$ cat src/rtl/pipe_ctrl_pkg.sv
// Shared types and constants for the pipeline hazard controller.
package pipe_ctrl_pkg;

   localparam int unsigned PC_W_DEF = 32;
   localparam int unsigned STALL_W  = 6;

   // Hold masks: bit0 PC, bit1 IF2ID, bit2 ID2EX, bit3 EX2MEM, bit4 MEM2WB, bit5 WB
   localparam logic [STALL_W-1:0] STALL_NONE = 6'b000000;
   localparam logic [STALL_W-1:0] STALL_IF   = 6'b000011;
   localparam logic [STALL_W-1:0] STALL_ID   = 6'b000111;
   localparam logic [STALL_W-1:0] STALL_EX   = 6'b001111;
   localparam logic [STALL_W-1:0] STALL_MEM  = 6'b011111;
   localparam logic [STALL_W-1:0] STALL_ALL  = 6'b111111;

   typedef enum logic [1:0] {
      ST_RUN   = 2'd0,
      ST_PEND  = 2'd1,
      ST_FLUSH = 2'd2
   } state_e;

   // Deepest requesting stage wins; it and everything upstream is held
   function automatic logic [STALL_W-1:0] stall_prio(
      input logic if_req,
      input logic id_req,
      input logic ex_req,
      input logic mem_req
   );
      logic [STALL_W-1:0] m;
      m = STALL_NONE;
      if (mem_req)     m = STALL_MEM;
      else if (ex_req) m = STALL_EX;
      else if (id_req) m = STALL_ID;
      else if (if_req) m = STALL_IF;
      return m;
   endfunction

endpackage

$ cat src/rtl/pipe_ctrl_sat_counter.sv
// Saturating up-counter with enable and synchronous active-low clear.
module sat_counter #(
   parameter int unsigned WIDTH = 16
) (
   input  logic             clk_i,
   input  logic             rst_i,
   input  logic             en_i,
   output logic [WIDTH-1:0] cnt_o
);

   // Count enabled cycles, holding at all-ones once reached
   always_ff @(posedge clk_i) begin
      if (!rst_i) begin
         cnt_o <= '0;
      end else if (en_i && (cnt_o != '1)) begin
         cnt_o <= cnt_o + WIDTH'(1);
      end
   end

endmodule

$ cat src/rtl/pipe_ctrl.sv
// Pipeline stall/flush controller: priority stalls, exception redirect, event counters.
module pipe_ctrl
   import pipe_ctrl_pkg::*;
#(
   parameter int unsigned PC_W  = PC_W_DEF,
   parameter int unsigned CNT_W = 32
) (
   input  logic               clk_i,
   input  logic               rst_i,
   input  logic               if_stallreq_i,
   input  logic               id_stallreq_i,
   input  logic               ex_stallreq_i,
   input  logic               mem_stallreq_i,
   input  logic               excp_i,
   input  logic [PC_W-1:0]    excp_target_i,
   output logic [STALL_W-1:0] stall_o,
   output logic               flush_o,
   output logic [PC_W-1:0]    new_pc_o,
   output logic [CNT_W-1:0]   stall_cnt_o,
   output logic [15:0]        flush_cnt_o
);

   state_e             state_q, state_d;
   logic [PC_W-1:0]    tgt_q, tgt_d;
   logic [STALL_W-1:0] stall_d;

   // State and redirect-target registers
   always_ff @(posedge clk_i) begin
      if (!rst_i) begin
         state_q <= ST_RUN;
         tgt_q   <= '0;
      end else begin
         state_q <= state_d;
         tgt_q   <= tgt_d;
      end
   end

   // Next-state, target capture and stall mask
   always_comb begin
      state_d = state_q;
      tgt_d   = tgt_q;
      stall_d = STALL_NONE;
      unique case (state_q)
         ST_RUN: begin
            stall_d = stall_prio(if_stallreq_i, id_stallreq_i, ex_stallreq_i, mem_stallreq_i);
            if (excp_i) begin
               tgt_d = excp_target_i;
               if (mem_stallreq_i) begin
                  state_d = ST_PEND;
               end else begin
                  stall_d = STALL_ALL;
                  state_d = ST_FLUSH;
               end
            end
         end
         ST_PEND: begin
            stall_d = STALL_ALL;
            if (!mem_stallreq_i) state_d = ST_FLUSH;
         end
         ST_FLUSH: begin
            state_d = ST_RUN;
         end
         default: begin
            state_d = ST_RUN;
         end
      endcase
   end

   // Outputs are forced quiet while reset is asserted, including a reset landing in FLUSH
   always_comb begin
      stall_o  = rst_i ? stall_d : STALL_NONE;
      flush_o  = rst_i && (state_q == ST_FLUSH);
      new_pc_o = flush_o ? tgt_q : '0;
   end

   sat_counter #(
      .WIDTH (CNT_W)
   ) u_stall_cnt (
      .clk_i (clk_i),
      .rst_i (rst_i),
      .en_i  (|stall_o),
      .cnt_o (stall_cnt_o)
   );

   sat_counter #(
      .WIDTH (16)
   ) u_flush_cnt (
      .clk_i (clk_i),
      .rst_i (rst_i),
      .en_i  (flush_o),
      .cnt_o (flush_cnt_o)
   );

endmodule

$ cat config.mk
export PLATFORM = sky130hd
export DESIGN_NAME = pipe_ctrl
export DESIGN_NICKNAME = d
export VERILOG_FILES = /design/src/rtl/pipe_ctrl_pkg.sv /design/src/rtl/pipe_ctrl_sat_counter.sv /design/src/rtl/pipe_ctrl.sv
export SDC_FILE = /design/constraint.sdc
export NUM_CORES = 1
export LEC_CHECK = 0
export CAP_MARGIN = 20
export CORE_AREA = 2 2 91 93
export DETAILED_ROUTE_END_ITERATION = 8
export DIE_AREA = 0 0 93 95
export GPL_ROUTABILITY_DRIVEN = 0
export GPL_TIMING_DRIVEN = 0
export PLACE_DENSITY = 0.92
export SLEW_MARGIN = 20
export SYNTH_ARGS = -nofsm -noshare
export SYNTH_HDL_FRONTEND = slang
export SYNTH_SLANG_ARGS = --single-unit
$ cat constraint.sdc
create_clock -name clk_i -period 4 [get_ports clk_i]
set_clock_uncertainty 0.1 [all_clocks]
set_input_delay 0.6 -clock clk_i [delete_from_list [all_inputs] [get_ports clk_i]]
set_output_delay 0.6 -clock clk_i [all_outputs]
set_load 0.01 [all_outputs]
==> results of run 1 <==
per-layer routing:
metal | global-route usage, % | vias up | part of all wire (%)
met3 | 4.789 | 14 | 7.6
met1 | 28.63 | 1861 | 40
li1 | - | 1909 | -
met5 | 0 | - | 0
met4 | 7.108 | 0 | 1.2
met2 | 44.02 | 169 | 51
sequential cells by signal (all words and copies together) (netlist names):
register and cells:
tgt_q 32, u_stall_cnt.cnt_o 32, u_flush_cnt.cnt_o 16, state_q 2
kinds of logic (layout without fill, tap and decap cells):
kind of cell	Yosys count	in the layout
buf+inv	32	172
simple gates	245	245
flops	82	82
mux	14	14
compound gates	86	86
fa+ha+maj	2	2
xor+xnor	13	13
cells in the mapped netlist, types with 2 or more instances:
library cell                instances
sky130_fd_sc_hd__nor2_1            27
sky130_fd_sc_hd__clkbuf_1          19
sky130_fd_sc_hd__nand4_1           14
sky130_fd_sc_hd__nor3_1             7
sky130_fd_sc_hd__a2111oi_0          2
sky130_fd_sc_hd__nand2b_1           8
sky130_fd_sc_hd__a31o_1             2
sky130_fd_sc_hd__nand2_1          103
sky130_fd_sc_hd__and2_1            33
sky130_fd_sc_hd__a211oi_1           4
sky130_fd_sc_hd__o21ai_1            3
sky130_fd_sc_hd__inv_1              6
sky130_fd_sc_hd__nor4_2             2
sky130_fd_sc_hd__ha_1               2
sky130_fd_sc_hd__a211oi_2           2
sky130_fd_sc_hd__nor4b_1            2
sky130_fd_sc_hd__or4_1              3
sky130_fd_sc_hd__xor2_1             2
sky130_fd_sc_hd__and4_1             2
sky130_fd_sc_hd__mux2i_1           14
sky130_fd_sc_hd__or3_1             11
sky130_fd_sc_hd__nand3_2            2
sky130_fd_sc_hd__and3_1             5
sky130_fd_sc_hd__o31ai_1            2
sky130_fd_sc_hd__nor4_1             4
sky130_fd_sc_hd__xnor2_1           11
sky130_fd_sc_hd__buf_2              3
sky130_fd_sc_hd__a21oi_1           51
sky130_fd_sc_hd__dfxtp_1           82
sky130_fd_sc_hd__o21ai_0            9
sky130_fd_sc_hd__inv_2              3
sky130_fd_sc_hd__o2111ai_1          2
sky130_fd_sc_hd__nand3_1           14
metrics by stage:
step,instances,total power [W],util (%)
floorplan,474,0.0009534,-
global placement,704,0.001037,65.94
detailed placement,704,0.001044,65.94
CTS,719,0.001671,68.56
global route,719,0.001725,68.56
finish,719,0.001666,68.56
critical path, cell delays in order:
cell,delay [ps]
sky130_fd_sc_hd__clkdlybuf4s50_1,480
sky130_fd_sc_hd__buf_2,280
sky130_fd_sc_hd__nand3b_2,210
sky130_fd_sc_hd__inv_2,210
sky130_fd_sc_hd__clkbuf_1,320
sky130_fd_sc_hd__and2_1,190
sky130_fd_sc_hd__clkdlybuf4s50_1,530
power groups by stage:
stage | logic (W) | registers (W) | clock network [W]
2_1_floorplan | 0.0000782 | 0.000875 | 0
3_3_place_gp | 0.000161 | 0.000875 | 0
3_5_place_dp | 0.000166 | 0.000877 | 0
4_1_cts | 0.000168 | 0.000858 | 0.000645
5_1_grt | 0.000183 | 0.000862 | 0.000680
6_report | 0.000167 | 0.000858 | 0.000641
path summary, 6_finish.rpt:
check,end,slack (ps),cells after the start
max,new_pc_o[19],470,7
min,tgt_q[6],350,2
max reg2reg,u_flush_cnt.cnt_o[0],1610,6
min reg2reg,tgt_q[6],350,2
final cells by class:
cell class              instances  area share, %
clock buffers                  10          2.348
clock inverters                 5          1.473
repair buffers                125          23.02
plain buffers                  23          1.727
well taps                     105          2.417
flip-flops and latches         82          30.20
multi-input cells             360          38.19
inverters                       9         0.6215
==> results.rst, run 1 <==
.. list-table::
   :header-rows: 1

   * - Metric
     - Value
   * - Run status
     - finished, final reports clean
   * - Largest net degree at the start of global routing
     - 14
   * - Via count of the first global-routing pass
     - about 3,700
   * - Netlist cell types
     - a little over 50
   * - Portion of total power attributed to the clock network
     - around 39%
   * - Area Growth Syn to Fin
     - 41.36%
   * - Total of flip-flops plus latches after synthesis
     - slightly above 80
   * - Switch share
     - a little under a quarter
   * - Fraction of synthesized cell area in xor and xnor cells
     - 2.961%
   * - Total wire length after detailed routing
     - around 11,000 um
   * - Sequential share of power
     - between 50% and 60%
   * - Wire length per cell after detailed routing
     - roughly 15 um
   * - Overflow left after global routing
     - 0
   * - Average instance area after synthesis
     - around 8 sq um
   * - Peak fanout along the critical path
     - 10
   * - Die area
     - about 8800 sq um
   * - Pre-CTS setup slack
     - 499.9 ps
   * - Mapped Area
     - approximately 3800 sq um
   * - Post-synthesis sequential area ratio
     - 42.69%
   * - Layout net count
     - between 600 and 700
   * - Vertical die dimension
     - between 90 and 100 um
   * - Data required, critical path
     - 3300 ps
   * - Post-layout min period
     - between 3000 and 4000 ps
   * - Num Clock Sinks
     - 82
   * - Number of flops mapped to enable cells by yosys
     - 0
   * - Worst hold start
     - tgt_q[6]
   * - Master cell of the clock root buffer
     - sky130_fd_sc_hd__clkbuf_8
   * - Number of antenna-violating nets in the routed design
     - 0
   * - Commonest non-fill, non-tap cells in the layout
     - sky130_fd_sc_hd__clkdlybuf4s50_1 (125), sky130_fd_sc_hd__nand2_1 (103), sky130_fd_sc_hd__dfxtp_1 (82)
   * - Residual DRC
     - 0
   * - Setup repair after global routing missed its margin
     - no
   * - Cell area after placement
     - between 5000 and 6000 sq um
   * - Top cells by area in the synthesized netlist
     - sky130_fd_sc_hd__dfxtp_1 (43%), sky130_fd_sc_hd__nand2_1 (10%), sky130_fd_sc_hd__a21oi_1 (6.6%)
   * - Reported max-cap violation count
     - 0
   * - Rel. slew slack
     - about 47%
   * - Number of antenna violations at the first check in global routing
     - 0
   * - Total routing resource utilization after global routing
     - 24.10%
   * - Horizontal die dimension
     - approximately 93 um
   * - Starting density of the core
     - ~49%
   * - Total internal power
     - about 0.0013 W
   * - TritonCTS clock tree
     - yes
   * - Antenna cell count
     - 0
   * - Setup-failing EPs final
     - 0
   * - Cts-stage hold buffer count
     - 0
   * - Area leader, netlist
     - sky130_fd_sc_hd__dfxtp_1
   * - Clock latency on the worst-skew pair
     - ~340 ps
   * - Number of buffers added by the clock tree synthesis step
     - 9
   * - Tightest Hold Check Type
     - flip-flop to flip-flop
   * - Worst path arrival time
     - 2830 ps
   * - Total net switching power
     - slightly below 0.0004 W
   * - Origin of the critical flop-to-flop path
     - u_flush_cnt.cnt_o[0]
   * - Lkg Pwr
     - about 1.9 nW
   * - Number of setup buffers added after CTS
     - 0
   * - Port Buf Inserts
     - 125
   * - Sum Neg Setup Slack
     - 0 ps
   * - Std-Cell Core Area
     - about 8000 sq um
   * - Prevailing post-synth register cell
     - sky130_fd_sc_hd__dfxtp_1
   * - Worst hold slack across all endpoints
     - 350.2 ps
   * - First-pass GRT wire length
     - 17,130 um
   * - Drt first-iter violations
     - 198
   * - Number of buffers between clock root and the deepest sink
     - 2
   * - Number of vias in the routed layout
     - approximately 4,000
   * - Area used by sequential logic in the layout
     - 1642 sq um
   * - DP HPWL
     - just under 8000 um
   * - Deepest level of the CTS H-tree
     - 3
   * - First-pass iteration count of the detailed router
     - 5
   * - Main combinational cell family by area after synthesis
     - simple AND/OR/NAND/NOR gates
   * - Gates resized, CTS repair
     - 0
   * - Post-Synthesis Net Count
     - slightly above 500
   * - Peak ir drop on the vdd network
     - 0.1768 mV
   * - Adder-cell share of the synthesized area
     - 0.6508%
   * - Worst Setup Start Kind
     - primary input
   * - Yosys Warn Count
     - 0
   * - Count of mapped cells out of synthesis
     - 474
   * - Max frequency
     - between 200 and 300 MHz
   * - Number of fill cells in the layout
     - between 600 and 700
   * - Routed via count divided by cell count
     - approximately 5.5
   * - Tightest Pin Transition
     - approximately 790 ps
   * - Combinational share of power
     - approximately 10%
   * - Number of placed I/O pins
     - 126
   * - Num rows
     - 33
   * - Final Max Slew Viols
     - 0
   * - Simple-gate portion of the synthesized area
     - 32.70%
   * - Area used by multi-input combinational logic
     - roughly 2100 sq um
   * - Clock-pin slew of the registers on the worst-case setup and hold paths
     - approximately 70 ps
   * - Post-synth top area share
     - between 40% and 50%
   * - Tcrit/Tclk final
     - about nine tenths
   * - Endpoint class of the critical path
     - primary output
   * - Min setup slack post-route
     - 468.4 ps
   * - Compound-Gate Fraction of Synth Area
     - between 10% and 20%
   * - Timing startpoint of the critical path
     - rst_i
   * - Most common cell after layout, fill and taps aside
     - sky130_fd_sc_hd__clkdlybuf4s50_1
   * - Post-route cell area
     - around 5400 sq um
   * - Type of the worst setup path
     - primary input to primary output
   * - Cell Pwr Density
     - 306.5 nW/um^2
   * - Ratio of cells with drive above 1 in the final layout
     - roughly 6.0%
   * - Multiplexer area fraction after synthesis
     - under 10%
   * - Hold Violations, Final
     - 0
   * - Async set-reset flop share out of synthesis
     - 0%
Note: power is estimated with default switching activity, not from simulation.
==> run 2: changes to the inputs <==
CORE_AREA = 2 2 95 97   (was 2 2 91 93)
DIE_AREA = 0 0 97 99   (was 0 0 93 95)
PLACE_DENSITY = 0.85   (was 0.92)
SETUP_SLACK_MARGIN = 0.3   (was not set)
clock period = 3.5 ns   (was 4 ns; I/O delays follow)
==> results.rst, run 2 (same netlist as run 1, synthesis figures left out) <==
.. list-table::
   :header-rows: 1

   * - Metric
     - Value
   * - Run status
     - finished, final reports clean
   * - Number of buffers between clock root and the deepest sink
     - 2
   * - Post-layout min period
     - 3093 ps
   * - Largest net degree at the start of global routing
     - 15
   * - DP HPWL
     - 7967 um
   * - Rel. slew slack
     - between 40 and 50%
   * - Instance count along the most critical hold path
     - 2
   * - First-pass iteration count of the detailed router
     - 5
   * - Total placed cells including tap cells
     - 707
   * - Layout net count
     - around 650
   * - Master cell of the clock root buffer
     - sky130_fd_sc_hd__clkbuf_8
   * - TritonCTS clock tree
     - yes
   * - Antenna cell count
     - 0
   * - Hold Violations, Final
     - 0
   * - Via count of the first global-routing pass
     - around 3,800
   * - Total wire length after detailed routing
     - roughly 11,000 um
   * - Total power
     - roughly 0.0020 W
   * - Worst Setup Start Kind
     - primary input
   * - Tightest Pin Transition
     - a little over 800 ps
   * - Std-Cell Core Area
     - around 8600 sq um
   * - Cell Pwr Density
     - approximately 370 nW/um^2
   * - Data required, critical path
     - about 2900 ps
   * - First-pass GRT wire length
     - around 18,000 um
   * - Num rows
     - 34
   * - Number of buffers added by the clock tree synthesis step
     - 9
   * - Number of fill cells in the layout
     - between 700 and 800
   * - Number of setup buffers added after CTS
     - 0
   * - Type of the worst setup path
     - primary input to primary output
   * - Residual DRC
     - 0
   * - Die area
     - roughly 9600 sq um
   * - Reg-to-reg endpoint
     - u_flush_cnt.cnt_o[2]
   * - Max frequency
     - ~320 MHz
   * - Endpoint class of the critical path
     - primary output
   * - Number of placed I/O pins
     - ~130
   * - Number of cells on the worst reg-to-reg path
     - 6
   * - Most common cell after layout, fill and taps aside
     - sky130_fd_sc_hd__clkdlybuf4s50_1
   * - Clock latency on the worst-skew pair
     - 350 ps
   * - Drt first-iter violations
     - 122
   * - Setup-failing EPs final
     - 0
   * - Biggest registers after layout
     - tgt_q x32, u_stall_cnt.cnt_o x32, u_flush_cnt.cnt_o x16
   * - Worst Hold End
     - tgt_q[25]
   * - Worst path arrival time
     - ~2500 ps
   * - Tcrit/Tclk final
     - between 80% and 90%
   * - Lkg Pwr
     - between 1.5 and 2 nW
   * - Wire length per cell after detailed routing
     - ~15 um
   * - Port Buf Inserts
     - roughly 130
   * - Starting density of the core
     - roughly 45%
   * - Ratio of cells with drive above 1 in the final layout
     - roughly 7.0%
   * - Cts-stage hold buffer count
     - 0
   * - Area Growth Syn to Fin
     - 43.22%
   * - Routed via count divided by cell count
     - between 5 and 6
   * - Final Max Slew Viols
     - 0
   * - Peak ir drop on the vdd network
     - around 0.21 mV
   * - Tightest Hold Check Type
     - flip-flop to flip-flop
   * - Clock-pin slew of the registers on the worst-case setup and hold paths
     - roughly 80 ps
   * - Horizontal die dimension
     - about 97 um
   * - Commonest non-fill, non-tap cells in the layout
     - sky130_fd_sc_hd__clkdlybuf4s50_1 (125), sky130_fd_sc_hd__nand2_1 (103), sky130_fd_sc_hd__dfxtp_1 (82)
   * - Num Clock Sinks
     - 82
   * - Worst hold start
     - tgt_q[25]
   * - Total routing resource utilization after global routing
     - between 20% and 30%
   * - Peak fanout along the critical path
     - 10
   * - Setup repair after global routing missed its margin
     - no
   * - Vertical die dimension
     - between 90 and 100 um
   * - Number of vias in the routed layout
     - just under 4,000
   * - Reported max-cap violation count
     - 0
   * - Overflow left after global routing
     - 0
   * - Final std cells w/o fill
     - a little over 700
   * - Number of antenna-violating nets in the routed design
     - 0
   * - Deepest level of the CTS H-tree
     - 3
   * - Number of antenna violations at the first check in global routing
     - 0
   * - Reg2reg setup slack
     - between 1000 and 1500 ps
   * - Sum Neg Setup Slack
     - 0 ps
   * - Origin of the critical flop-to-flop path
     - u_flush_cnt.cnt_o[0]
[run 2: cell types whose count changed in the layout (fill, tap and decap cells not counted), sizes merged]
cell,change
bufinv,+1
[run 2: report_power, final]
group / switching [W] / internal (W)
Sequential: 0.0000189 / 0.000962
Clock: 0.000355 / 0.000495
Combinational: 0.0000989 / 0.0000943
[run 2: critical path, stage by stage]
cell and delay (ps):
sky130_fd_sc_hd__clkdlybuf4s50_1 490, sky130_fd_sc_hd__buf_4 190, sky130_fd_sc_hd__nand3b_2 180, sky130_fd_sc_hd__inv_4 160
sky130_fd_sc_hd__clkbuf_2 210, sky130_fd_sc_hd__and2_1 170, sky130_fd_sc_hd__clkdlybuf4s50_1 540
[run 2: how the worst max path moves through the flow]
| stage | from | endpoint | slack, ps |
|---|---|---|---|
| after floorplan | u_stall_cnt.cnt_o[0] | u_stall_cnt.cnt_o[22] | 1330 |
| after global placement | rst_i | new_pc_o[21] | 170 |
| after detailed placement | rst_i | new_pc_o[20] | 150 |
| after CTS | excp_i | stall_o[1] | 350 |
| after global routing | rst_i | new_pc_o[20] | 310 |
| final | rst_i | new_pc_o[20] | 410 |
[run 2: area by class of cell]
| type | count | area (sq um) | share of cell area [%] |
|---|---|---|---|
| Inverter | 9 | 36.28 | 0.6589 |
| Tap cell | 108 | 135.1 | 2.454 |
| Buffer | 23 | 100.1 | 1.818 |
| Sequential cell | 82 | 1642 | 29.81 |
| Clock inverter | 6 | 113.9 | 2.068 |
| Timing Repair Buffer | 125 | 1251 | 22.72 |
| Multi-Input combinational cell | 360 | 2091 | 37.97 |
| Clock buffer | 10 | 137.6 | 2.499 |
[run 2: per-stage QoR]
step           util, %  hold slack [ps]  setup slack (ps)  area, sq um
6_report         64.40            352.6             406.9         5507
5_1_grt          64.40            375.6             307.6         5507
4_1_cts          64.27            355.3             345.3         5495
3_5_place_dp     61.18            344.5             154.5         5231
3_3_place_gp     61.18            336.8             171.4         5231
2_1_floorplan        -            331.7              1330         3845
[run 2: timing repair]
item / CTS / global route
endpoints found under the hold margin: 0 / 0
setup endpoints to repair: 31 / 19
resized for setup: 5 / 2
[run 2: metal layers]
| layer | GRT usage, % | vias to the layer above | share of wire, % |
|---|---|---|---|
| li1 | - | 1915 | - |
| met1 | 27.62 | 1821 | 44 |
| met2 | 39.16 | 129 | 49 |
| met3 | 4.184 | 13 | 6.5 |
| met4 | 7.692 | 0 | 0.93 |
| met5 | 0 | - | 0 |
==> run 3: changes to the inputs <==
HOLD_SLACK_MARGIN = 0.06   (was not set)
==> results of run 3 <==
Final layout, timing and power as in run 2 (identical DEF).
